--- src/rtl/rr_encode_arbiter_pkg.sv ---
// Shared types and helpers for the 8-way round-robin arbiter.
package rr_encode_arbiter_pkg;

    localparam int unsigned N     = 8;
    localparam int unsigned IDX_W = 3;
    localparam int unsigned CNT_W = 8;

    typedef enum logic {
        ARB_IDLE  = 1'b0,
        ARB_GRANT = 1'b1
    } arb_state_e;

    // OR-reduction 8:3 encoder; exact for one-hot input, 0 for all-zero.
    function automatic logic [IDX_W-1:0] onehot_to_idx(input logic [N-1:0] onehot);
        logic [IDX_W-1:0] idx;
        idx = '0;
        for (int i = 0; i < N; i++) begin
            if (onehot[i]) begin
                idx = idx | IDX_W'(i);
            end
        end
        return idx;
    endfunction

    function automatic logic [N-1:0] idx_to_onehot(input logic [IDX_W-1:0] idx);
        return N'(1) << idx;
    endfunction

endpackage

--- src/rtl/rr_encode_arbiter_pick8.sv ---
// Combinational rotate-and-find-first: first set req bit at or after ptr, wrapping mod 8.
module rr_pick8
    import rr_encode_arbiter_pkg::*;
(
    input  logic [N-1:0]     req,
    input  logic [IDX_W-1:0] ptr,
    output logic [N-1:0]     winner_c,
    output logic [IDX_W-1:0] winner_idx_c,
    output logic             any_req_c
);

    logic [N-1:0]     rotated;
    logic [IDX_W-1:0] offset;

    // rotated[i] is the request i positions after ptr; index math wraps in IDX_W bits
    always_comb begin
        rotated = '0;
        for (int i = 0; i < N; i++) begin
            rotated[i] = req[ptr + IDX_W'(i)];
        end
    end

    always_comb begin
        offset = '0;
        for (int i = N - 1; i >= 0; i--) begin
            if (rotated[i]) begin
                offset = IDX_W'(i);
            end
        end
    end

    assign any_req_c    = |req;
    assign winner_c     = any_req_c ? idx_to_onehot(ptr + offset) : '0;
    assign winner_idx_c = onehot_to_idx(winner_c);

endmodule

--- src/rtl/rr_encode_arbiter.sv ---
// 8-requester round-robin arbiter with registered one-hot grant and encoded index.
// Optional owner preemption after MAX_HOLD cycles when ARB_TIMEOUT_EN is defined.
module rr_encode_arbiter
    import rr_encode_arbiter_pkg::*;
#(
    parameter int unsigned MAX_HOLD = 16
)
(
    input  logic             clk,
    input  logic             rst,
    input  logic [N-1:0]     req,
    output logic [N-1:0]     grant,
    output logic [IDX_W-1:0] grant_idx,
    output logic             grant_valid,
    output logic [CNT_W-1:0] busy_cnt
);

`ifdef ARB_TIMEOUT_EN
    localparam bit TIMEOUT_EN = 1'b1;
`else
    localparam bit TIMEOUT_EN = 1'b0;
`endif

    arb_state_e       state;
    logic [IDX_W-1:0] ptr;
    logic [N-1:0]     req_masked;
    logic [N-1:0]     win_c;
    logic [IDX_W-1:0] win_idx_c;
    logic             any_c;
    logic             owner_req;
    logic             preempt;

    // The current owner never competes against itself; in IDLE grant is zero.
    assign req_masked = req & ~grant;
    assign owner_req  = |(req & grant);

    assign preempt = TIMEOUT_EN && (busy_cnt >= CNT_W'(MAX_HOLD)) && any_c;

    rr_pick8 u_pick (
        .req          (req_masked),
        .ptr          (ptr),
        .winner_c     (win_c),
        .winner_idx_c (win_idx_c),
        .any_req_c    (any_c)
    );

    always_ff @(posedge clk) begin
        if (rst) begin
            state       <= ARB_IDLE;
            ptr         <= '0;
            grant       <= '0;
            grant_idx   <= '0;
            grant_valid <= 1'b0;
            busy_cnt    <= '0;
        end else begin
            case (state)
                ARB_IDLE: begin
                    if (any_c) begin
                        state       <= ARB_GRANT;
                        ptr         <= win_idx_c + IDX_W'(1);
                        grant       <= win_c;
                        grant_idx   <= win_idx_c;
                        grant_valid <= 1'b1;
                        busy_cnt    <= CNT_W'(1);
                    end
                end
                ARB_GRANT: begin
                    if (owner_req && !preempt) begin
                        if (busy_cnt != '1) begin
                            busy_cnt <= busy_cnt + CNT_W'(1);
                        end
                    end else if (any_c) begin
                        // hand over on the release edge, no bubble cycle
                        ptr         <= win_idx_c + IDX_W'(1);
                        grant       <= win_c;
                        grant_idx   <= win_idx_c;
                        grant_valid <= 1'b1;
                        busy_cnt    <= CNT_W'(1);
                    end else begin
                        state       <= ARB_IDLE;
                        grant       <= '0;
                        grant_idx   <= '0;
                        grant_valid <= 1'b0;
                        busy_cnt    <= '0;
                    end
                end
                default: state <= ARB_IDLE;
            endcase
        end
    end

endmodule

--- config.mk ---
export PLATFORM = sky130hd
export DESIGN_NAME = rr_encode_arbiter
export DESIGN_NICKNAME = d
export VERILOG_FILES = /design/src/rtl/rr_encode_arbiter_pkg.sv /design/src/rtl/rr_encode_arbiter_pick8.sv /design/src/rtl/rr_encode_arbiter.sv
export SDC_FILE = /design/constraint.sdc
export NUM_CORES = 1
export LEC_CHECK = 0
export CELL_PAD_IN_SITES_DETAIL_PLACEMENT = 0
export CELL_PAD_IN_SITES_GLOBAL_PLACEMENT = 1
export CORE_MARGIN = 2
export CORE_UTILIZATION = 44
export DETAILED_ROUTE_END_ITERATION = 8
export HOLD_SLACK_MARGIN = 0.15
export PLACE_DENSITY = 0.82
export SLEW_MARGIN = 20
export SYNTH_ARGS = -nofsm -noshare
export SYNTH_HDL_FRONTEND = slang
export SYNTH_HIERARCHICAL = 1
export SYNTH_SLANG_ARGS = --single-unit
--- constraint.sdc ---
create_clock -name clk -period 7.01 [get_ports clk]
set_input_delay 1.0515 -clock clk [delete_from_list [all_inputs] [get_ports clk]]
set_output_delay 1.0515 -clock clk [all_outputs]
set_load 0.02 [all_outputs]
==> results.md <==
- Synth area leader: dfxtp_1
- Total core area: 4440 µm²
- DRT antenna net count: 0
- Proportion of layout cells with a drive suffix above 1: 11.5%
- Die width: 72.6 µm
- Post-CTS Setup Bufs: 0
- Nets@finish: 279
- Avg Inst Size Synth: 8.66 µm²
- Final WS setup: 2.52 ns
- DRT Pass-1 Iters: 6
- Largest net degree at the start of global routing: 24
- Final hold violations: 0
- Final Cell Area: 2430 µm²
- Minimum clock period: 4.49 ns
- Post-synth top area share: 23.2%
- Pre-CTS WS: 2.23 ns
- DRT Wirelength: 4970 µm
- First-pass GRT wire length: 8600 µm
- Number of DRC markers in iteration 0: 78
- Fillcell total: 428
- Synth Register Bits: 24
- Post-DP HPWL: 3810 µm
- Critical-path maximum fanout: 6
- Post-CTS Resized: 0
- Synth Cell Area: 2070 µm²
- Remaining DRCs: 0
- Row count: 24
- Via count: 1883
- Total power per unit cell area: 480 nW/µm²
- WL per Instance: 15.8 µm
- Hold crit path type: reg2reg
- CTS tree: done
- Post-synth top cells: dfxtp_1, nand2_1, nand3_1, mux2i_1, a21oi_1
- Vias/cell: 6.00
- Crit path launch type: input port
- Final setup fails: 0
- # IOs: 30
- Placed Area: 2360 µm²
- Critical path class: in2reg
- Setup Skew: 0.00592 ns
- Post-synthesis sequential area ratio: 23.2%
- Mapped Cells: 239
- Inserted Diodes: 0
- Area taken by multi-input logic gates: 1460 µm²
- CTS sink cnt: 24
- CP endpoint kind: flip-flop
- Final TNS setup: 0 ns
- Global route overflow: 0
- Worst skew pair latency: 0.27 ns
- Worst setup path startpoint: req[0]
- RePlAce Congestion: 0.876
- Lkg Pwr: 0.000887 µW
- Die Area: 5270 µm²
- Netlist cell types: 55
- Ys Warns: 6
- Worst-case vdd ir drop: 200 µV
- Mapped Nets: 255
- Max H-tree Level: 1
- Min-delay src: grant_idx[2]$_SDFFE_PP0P_
- PortBufs: 29
- Vias in the first global route: 1842
- Max_cap viols: 0
- Top FF cell, synth: dfxtp_1
- Sequential cell area: 480 µm²
- CTS max path bufs: 2
- Max_slew headroom: 38.2%
- Total track usage: 20.2%
- FMAX: 223 MHz
- Crit path required time: 7.20 ns
- RR Startpoint: ptr[0]$_SDFFE_PP0P_
- Hold-fix buffers, CTS: 0
- Least-Margin Pin Slew: 0.923 ns
- Synth top area cells: dfxtp_1, mux2i_1, mux4_2, nand3_1, nand2_1
- Clock-pin slew of the registers on the worst-case setup and hold paths: 0.09 ns
- Antenna violations before repair: 0
- Pins Over Slew Limit: 0
- RSZ-0062 raised after global routing: false
- Chip height: 72.6 µm
- Synth-to-Final Area Change: 17.3%
- WP data arrival: 4.68 ns
- Status: completed
- CTS Buf Count: 3
- Period utilization: 64.1%
- Root Driver: clkbuf_8
- EDFF count, synth: 0
- Fraction of registers with async set/reset: 0%
- Initial Utilization: 46.6%
==> layout make-up <==
cell class,instances,area share (%)
sequential,24,19.8
timing repair buffer,31,12.6
tap,52,2.68
clock buffer,3,1.70
clock inverter,1,1.24
inverter,11,1.70
multi-input combinational,192,60.3
==> routing by layer <==
metal | GRT usage [%] | share of wire (%)
met1 | 29.2 | 51
met5 | 0 | 0
met2 | 32.9 | 46
met4 | 3.91 | 0.68
met3 | 1.80 | 2.7
==> where the power goes <==
group          switching [µW]  internal (µW)
clock network            47.9           76.4
registers                47.1            168
logic                     444            383
==> worst paths after layout <==
path	slack, ns	cells past startpoint	end
worst max-delay path	2.52	16	grant[2]$_SDFFE_PP0P_
worst min-delay path	0.48	2	grant_idx[2]$_SDFFE_PP0P_
worst max register to register	2.85	14	ptr[2]$_SDFFE_PP0P_
worst min register to register	0.48	2	grant_idx[2]$_SDFFE_PP0P_
==> worst max-delay path: stages <==
cell             delay [ns]
clkdlybuf4s50_1        0.49
nor2b_1                0.45
nor2b_4                0.07
mux4_2                 0.51
or2_1                  0.26
o22ai_1                0.11
a22oi_1                0.10
o21a_1                 0.18
ha_1                   0.17
inv_1                  0.06
fa_1                   0.47
nor3_1                 0.25
nand2_1                0.10
mux2i_1                0.16
nand3_1                0.09
a21oi_1                0.16
==> cells by family after synthesis <==
logic type	Yosys count	synth area share [%]
adder cells (fa/ha/maj)	6	3.99
buffers and inverters	23	6.05
XOR/XNOR	7	2.96
AO/OA/AOI/OAI	65	22.6
AND/OR/NAND/NOR	88	22.7
flip-flops	24	23.2
multiplexers	26	18.6
==> sequential cells by signal, indices dropped and copies added (netlist names) <==
name / count
ptr: 3
grant_idx: 3
grant: 8
state: 1
grant_valid: 1
busy_cnt: 8
==> stage by stage <==
stage                     power (µW)  hold WS (ns)  util [%]  std cells
final                           1170         0.483      54.6        314
after global routing            1280         0.521      54.6        314
after CTS                       1160         0.489      54.6        314
after detailed placement        1030         0.469      53.0        310
after global placement          1040         0.461      53.0        310
after floorplan                  885         0.483         -        239
==> cells in the final DEF (no fill, tap or decap), drive strengths merged, types with 5 or more instances in the layout <==
cell type,synthesis,routed
a22oi,6,6
mux2i,17,17
a21oi,18,18
nor2,11,11
ha,5,5
nand3,19,19
clkdlybuf4s50,0,29
dfxtp,24,24
nand2,24,24
nor2b,12,12
o21ai,19,19
mux4,9,9
inv,11,11
and2,5,5
Note: power is estimated with default switching activity, not from simulation.
